`config.mk`:
```
export PLATFORM = sky130hd
export DESIGN_NAME = serial_add_sequencer_flat
export DESIGN_NICKNAME = d
export VERILOG_FILES = /design/src/rtl/serial_add_sequencer_if.sv /design/src/rtl/serial_add_sequencer.sv /design/src/flat_wrapper.sv
export SDC_FILE = /design/constraint.sdc
export NUM_CORES = 1
export LEC_CHECK = 0
export CAP_MARGIN = 20
export CELL_PAD_IN_SITES_DETAIL_PLACEMENT = 1
export CELL_PAD_IN_SITES_GLOBAL_PLACEMENT = 1
export CORE_MARGIN = 4
export CORE_UTILIZATION = 42
export CTS_CLUSTER_DIAMETER = 200
export DETAILED_ROUTE_END_ITERATION = 8
export PLACE_DENSITY_LB_ADDON = 0.1
export SYNTH_ARGS = -nofsm -noshare
export SYNTH_HDL_FRONTEND = slang
export SYNTH_SLANG_ARGS = --single-unit
```
`constraint.sdc`:
```
create_clock -name clock -period 11.1 [get_ports clock]
set_input_delay 3.33 -clock clock [delete_from_list [all_inputs] [get_ports clock]]
set_output_delay 3.33 -clock clock [all_outputs]
set_load 0.05 [all_outputs]
```
`src/rtl/serial_add_sequencer_if.sv`:
```
// Handshake and operand/result bus of the bit-serial add/subtract sequencer.
// The control FSM drives the master side; the sequencer owns the slave side.
interface serial_add_sequencer_if #(
  parameter int WIDTH = 32
);
  logic             start;
  logic             op_sub;
  logic [WIDTH-1:0] a_in;
  logic [WIDTH-1:0] b_in;
  logic             busy;
  logic             done;
  logic [WIDTH-1:0] result;
  logic             c_out;
  logic             overflow;
  logic             zero;

  modport master (
    output start, op_sub, a_in, b_in,
    input  busy, done, result, c_out, overflow, zero
  );

  modport slave (
    input  start, op_sub, a_in, b_in,
    output busy, done, result, c_out, overflow, zero
  );
endinterface

```
`src/rtl/serial_add_sequencer.sv`:
```
// Bit-serial add/subtract through a single gate-level full adder, LSB first.
// Define SERIAL_ADD_SUB_EN to honour op_sub; otherwise the unit is add-only.
module full_adder (
  input  wire a,
  input  wire b,
  input  wire cin,
  output wire sum,
  output wire cout
);
  wire ab_x;
  wire ab_a;
  wire c_a;

  xor g_x1 (ab_x, a, b);
  xor g_x2 (sum, ab_x, cin);
  and g_a1 (ab_a, a, b);
  and g_a2 (c_a, ab_x, cin);
  or  g_o1 (cout, ab_a, c_a);
endmodule

module serial_add_sequencer #(
  parameter int WIDTH = 32
) (
  input logic                  clock,
  input logic                  reset,
  serial_add_sequencer_if.slave bus
);
  localparam int CW = $clog2(WIDTH);
  localparam logic [CW-1:0] LAST_BIT = CW'(WIDTH - 1);
  localparam logic [CW-1:0] MSB_M1   = CW'(WIDTH - 2);

  typedef enum logic [1:0] {IDLE, RUN, DONE} state_t;

  state_t           state;
  state_t           state_next;
  logic [WIDTH-1:0] a_sh;
  logic [WIDTH-1:0] b_sh;
  logic [WIDTH-1:0] result_r;
  logic [WIDTH-1:0] b_load;
  logic [CW-1:0]    count;
  logic             carry;
  logic             carry_init;
  logic             c_msb_in;
  logic             c_out_r;
  logic             overflow_r;
  logic             fa_sum;
  logic             fa_cout;
  logic             accept;
  logic             last_bit;

`ifdef SERIAL_ADD_SUB_EN
  // Subtract is A + ~B + 1: invert B on load and seed the carry with 1.
  assign b_load     = bus.op_sub ? ~bus.b_in : bus.b_in;
  assign carry_init = bus.op_sub;
`else
  assign b_load     = bus.b_in;
  assign carry_init = 1'b0;
`endif

  assign accept   = bus.start && ((state == IDLE) || (state == DONE));
  assign last_bit = (count == LAST_BIT);

  full_adder u_fa (
    .a    (a_sh[0]),
    .b    (b_sh[0]),
    .cin  (carry),
    .sum  (fa_sum),
    .cout (fa_cout)
  );

  always_ff @(posedge clock or posedge reset) begin
    if (reset) state <= IDLE;
    else       state <= state_next;
  end

  always_comb begin
    state_next = state;
    case (state)
      IDLE:    if (bus.start) state_next = RUN;
      RUN:     if (last_bit)  state_next = DONE;
      DONE:    state_next = bus.start ? RUN : IDLE;
      default: state_next = IDLE;
    endcase
  end

  always_comb begin
    bus.busy = 1'b0;
    bus.done = 1'b0;
    case (state)
      RUN:     bus.busy = 1'b1;
      DONE:    bus.done = 1'b1;
      default: ;
    endcase
  end

  // Sum bits enter at the MSB so the result is right-aligned after WIDTH shifts.
  always_ff @(posedge clock or posedge reset) begin
    if (reset) begin
      a_sh       <= '0;
      b_sh       <= '0;
      result_r   <= '0;
      count      <= '0;
      carry      <= 1'b0;
      c_msb_in   <= 1'b0;
      c_out_r    <= 1'b0;
      overflow_r <= 1'b0;
    end else if (accept) begin
      a_sh       <= bus.a_in;
      b_sh       <= b_load;
      result_r   <= '0;
      count      <= '0;
      carry      <= carry_init;
      c_msb_in   <= 1'b0;
      c_out_r    <= 1'b0;
      overflow_r <= 1'b0;
    end else if (state == RUN) begin
      result_r <= {fa_sum, result_r[WIDTH-1:1]};
      a_sh     <= {1'b0, a_sh[WIDTH-1:1]};
      b_sh     <= {1'b0, b_sh[WIDTH-1:1]};
      carry    <= fa_cout;
      count    <= count + 1'b1;
      if (count == MSB_M1) c_msb_in <= fa_cout;
      if (last_bit) begin
        c_out_r    <= fa_cout;
        overflow_r <= fa_cout ^ c_msb_in;
      end
    end
  end

  assign bus.result   = result_r;
  assign bus.c_out    = c_out_r;
  assign bus.overflow = overflow_r;
  assign bus.zero     = (result_r == '0);
endmodule

```
`src/flat_wrapper.sv`:
```
// flat-port wrapper written by rule: the top's interface ports become plain ports
module serial_add_sequencer_flat 
#(
  parameter int WIDTH = 32
)
  (clock, reset, bus_start, bus_op_sub, bus_a_in, bus_b_in, bus_busy, bus_done, bus_result, bus_c_out, bus_overflow, bus_zero);
  serial_add_sequencer_if #(.WIDTH(WIDTH)) bus_i ();
  input logic clock;
  input logic reset;
  input wire logic [$bits(bus_i.start)-1:0] bus_start;
  input wire logic [$bits(bus_i.op_sub)-1:0] bus_op_sub;
  input wire logic [$bits(bus_i.a_in)-1:0] bus_a_in;
  input wire logic [$bits(bus_i.b_in)-1:0] bus_b_in;
  output wire logic [$bits(bus_i.busy)-1:0] bus_busy;
  output wire logic [$bits(bus_i.done)-1:0] bus_done;
  output wire logic [$bits(bus_i.result)-1:0] bus_result;
  output wire logic [$bits(bus_i.c_out)-1:0] bus_c_out;
  output wire logic [$bits(bus_i.overflow)-1:0] bus_overflow;
  output wire logic [$bits(bus_i.zero)-1:0] bus_zero;
  assign bus_i.start = bus_start;
  assign bus_i.op_sub = bus_op_sub;
  assign bus_i.a_in = bus_a_in;
  assign bus_i.b_in = bus_b_in;
  assign bus_busy = bus_i.busy;
  assign bus_done = bus_i.done;
  assign bus_result = bus_i.result;
  assign bus_c_out = bus_i.c_out;
  assign bus_overflow = bus_i.overflow;
  assign bus_zero = bus_i.zero;
  serial_add_sequencer #(.WIDTH(WIDTH)) u_core (.clock(clock), .reset(reset), .bus(bus_i));
endmodule
```
==> flow_summary.json <==
{
  "synth_top_area_share_pct": 59.4,
  "synth-edff-count": 0,
  "worstPathMaxFanout": 4,
  "rows": 37,
  "grt_pass1_vias": 3744,
  "drive_above_1_share_pct": 5.58,
  "syn_to_final_growth_pct": 28.2,
  "timing.final.max_slew_violations": 0,
  "setup.worst_path.class": "flop to output port",
  "fmax_mhz": 176,
  "dieArea_mm2": 0.0125,
  "yosys_warnings": 0,
  "track_usage_pct": 18.3,
  "syn_nets": 484,
  "setup_viol_count_final": 0,
  "ys_types": 30,
  "worst_slew_pin_slew_ns": 0.999,
  "crit_path_top_delay_cell": "clkdlybuf4s50_1",
  "clk_pin_slew_ns": 0.11,
  "fin_skew_ns": 0.00996,
  "cpPeakStageDelay_ns": 0.81,
  "fin_tns_setup_ns": 0,
  "vdd_drop_max_uv": 143,
  "met3_length_um": 612,
  "dp.cells": 621,
  "cellPowerDensity_mw_per_mm2": 290,
  "cp-end-kind": "output port",
  "vias_per_cell": 5.60,
  "top_layer": "met5",
  "diodes": 0,
  "cts_buffer_depth": 2,
  "synth_seq_cells": 107,
  "wl_met1_mm": 4.95,
  "gp_congestion": 0.725,
  "drt-total-wl_mm": 11.2,
  "dp_hpwl_mm": 7.33,
  "nets": 569,
  "core_area_mm2": 0.0104,
  "htree_num_levels": 3,
  "grt_overflow": 0,
  "drtIter0Drc": 249,
  "regArea_mm2": 0.00268,
  "cts_setup_buffers": 0,
  "cts_hold_repair.buffers": 0,
  "maxCapViolations": 0,
  "drc_errors": 0,
  "power.leakage_uw": 0.00264,
  "syn_area_per_cell_um2": 10.9,
  "cp_data_required_time_ns": 7.77,
  "slew_headroom_pct": 33.2,
  "hold_viol": 0,
  "numClockSinks": 107,
  "grt_antenna_before_repair": 1,
  "synth_top_area_cell": "dfrtp_1",
  "finalCriticalPeriod_ns": 5.67,
  "timing.final.ws_setup_ns": 5.43,
  "met2_length_mm": 5.56,
  "wire_per_inst_um": 17.6,
  "grt_max_degree": 84,
  "path_buf_inv": 1,
  "dieWidth_um": 112,
  "crit_chain": "nor4_1 -> nand4_1 -> nor2_1 -> clkdlybuf4s50_1",
  "final_cells": 638,
  "cts_root_buf": "clkbuf_8",
  "vias": 3575,
  "hp-class": "flop to flop",
  "start_util_pct": 43.5,
  "synthTopCellsByArea": "dfrtp_1 (59%), a22oi_1 (10%), nand3_1 (7.2%)",
  "rsz0062_at_grt": "false",
  "yosysSeqAreaShare_pct": 59.4,
  "port_buffers": 103,
  "cp.arrival_ns": 2.34,
  "cts_tree": "built",
  "drt_pre_antenna_iters": 4,
  "status": "complete, no violations",
  "fillers": 1153,
  "ant_nets": 0,
  "syn_inst": 412,
  "critPathTopFamily": "buffers and inverters",
  "grt_pass1_wl_mm": 18.9,
  "io_pins": 105,
  "fin_crit_sh_pct": 51.1,
  "async_reset_ff_share_pct": 100,
  "synth_flop_cell": "dfrtp_1",
  "synth_area_mm2": 0.00451,
  "cts_resized": 0,
  "multi_input_area_mm2": 0.00163,
  "pre_cts_ws_ns": 5.60,
  "die_y_um": 112,
  "cts_buffers": 9,
  "start_kind": "flop",
  "clock_latency_ns": 0.37
}
layer usage:
layer	vias to the layer above	GRT usage, %
met5	-	0
met4	2	4.14
met3	13	5.11
met2	76	29.9
met1	1806	24.6
li1	1678	-
state kept, by name, summed over array words and instances (netlist names):
signal and cells:
u_core.bus.result 32, u_core.carry 1, u_core.state 2, u_core.c_msb_in 1, u_core.a_sh 32, u_core.bus.overflow 1
u_core.bus.c_out 1, u_core.b_sh 32, u_core.count 5
synthesized netlist by cell type, types with 2 or more instances:
cell type and count:
a22o_1 37, a22oi_1 61, buf_2 22, buf_4 3, buf_6 3, clkbuf_1 8, dfrtp_1 107, ha_1 3
inv_1 4, nand2_1 64, nand2b_1 2, nand3_1 65, nand3b_1 2, nand4_1 3, nor2_1 3, nor2b_1 2
nor4_1 8, o21ai_1 2, xnor2_1 2
final timing paths:
path,endpoint,depth (start not counted),slack [ns],start
max,bus_zero,4,5.43,u_core.bus.result[31]$_DFFE_PP0P_
min,u_core.b_sh[8]$_DFFE_PP0P_,2,0.51,u_core.b_sh[9]$_DFFE_PP0P_
max reg2reg,u_core.count[3]$_DFFE_PP0P_,4,9.04,u_core.state[0]$_DFFE_PP0P_
min reg2reg,u_core.b_sh[8]$_DFFE_PP0P_,2,0.51,u_core.b_sh[9]$_DFFE_PP0P_
max in group asynchronous,u_core.bus.result[18]$_DFFE_PP0P_,4,6.80,reset
min in group asynchronous,u_core.b_sh[25]$_DFFE_PP0P_,2,3.27,reset
per-stage QoR:
step	hold WS (ns)	util [%]	total power, uW	area (um2)
global placement	0.472	53.8	1430	5570
global route	0.516	55.7	1800	5780
finish	0.506	55.7	1670	5780
detailed placement	0.482	53.8	1470	5570
floorplan	0.462	-	1240	4510
CTS	0.503	55.5	1700	5750
logic make-up after synthesis:
group           after synthesis  share of synthesized area, %
xor+xnor                      3                         0.583
buf+inv                      41                          4.83
fa+ha+maj                     4                          1.28
simple gates                151                          15.5
flops                       107                          59.4
compound gates              106                          18.5
layout make-up:
class,count,share of cell area (%)
Inverter,5,0.411
Tap cell,136,2.94
Sequential cell,107,46.3
Clock buffer,11,2.45
Multi-Input combinational cell,264,28.1
Clock inverter,5,0.649
Timing Repair Buffer,110,19.1
tightest hold or removal path, stage by stage, from the launching register on:
cell     delay (ns)
dfrtp_1        0.36
a22oi_1        0.07
nand2_1        0.05
power by group:
| group | switching (uW) | internal [uW] |
|---|---|---|
| combinational | 476 | 292 |
| clock | 133 | 88.8 |
| sequential | 126 | 559 |
| total | 735 | 940 |
cell usage in the layout, fill, tap and decap left out, types with 2 or more instances in the layout:
master	synthesis	final
clkbuf_8	0	10
clkdlybuf4s50_1	0	103
a22oi_1	61	61
nand2_1	64	64
buf_4	3	6
inv_1	4	3
xnor2_1	2	2
nor2_1	3	3
nand4_1	3	3
nand3_1	65	65
nand3b_1	2	2
dfrtp_1	107	107
inv_4	1	2
nand2b_2	0	2
ha_1	3	3
clkinvlp_4	0	2
o21ai_1	2	2
a22o_1	37	37
nor4_1	8	8
(Power assumes the default switching activity.)
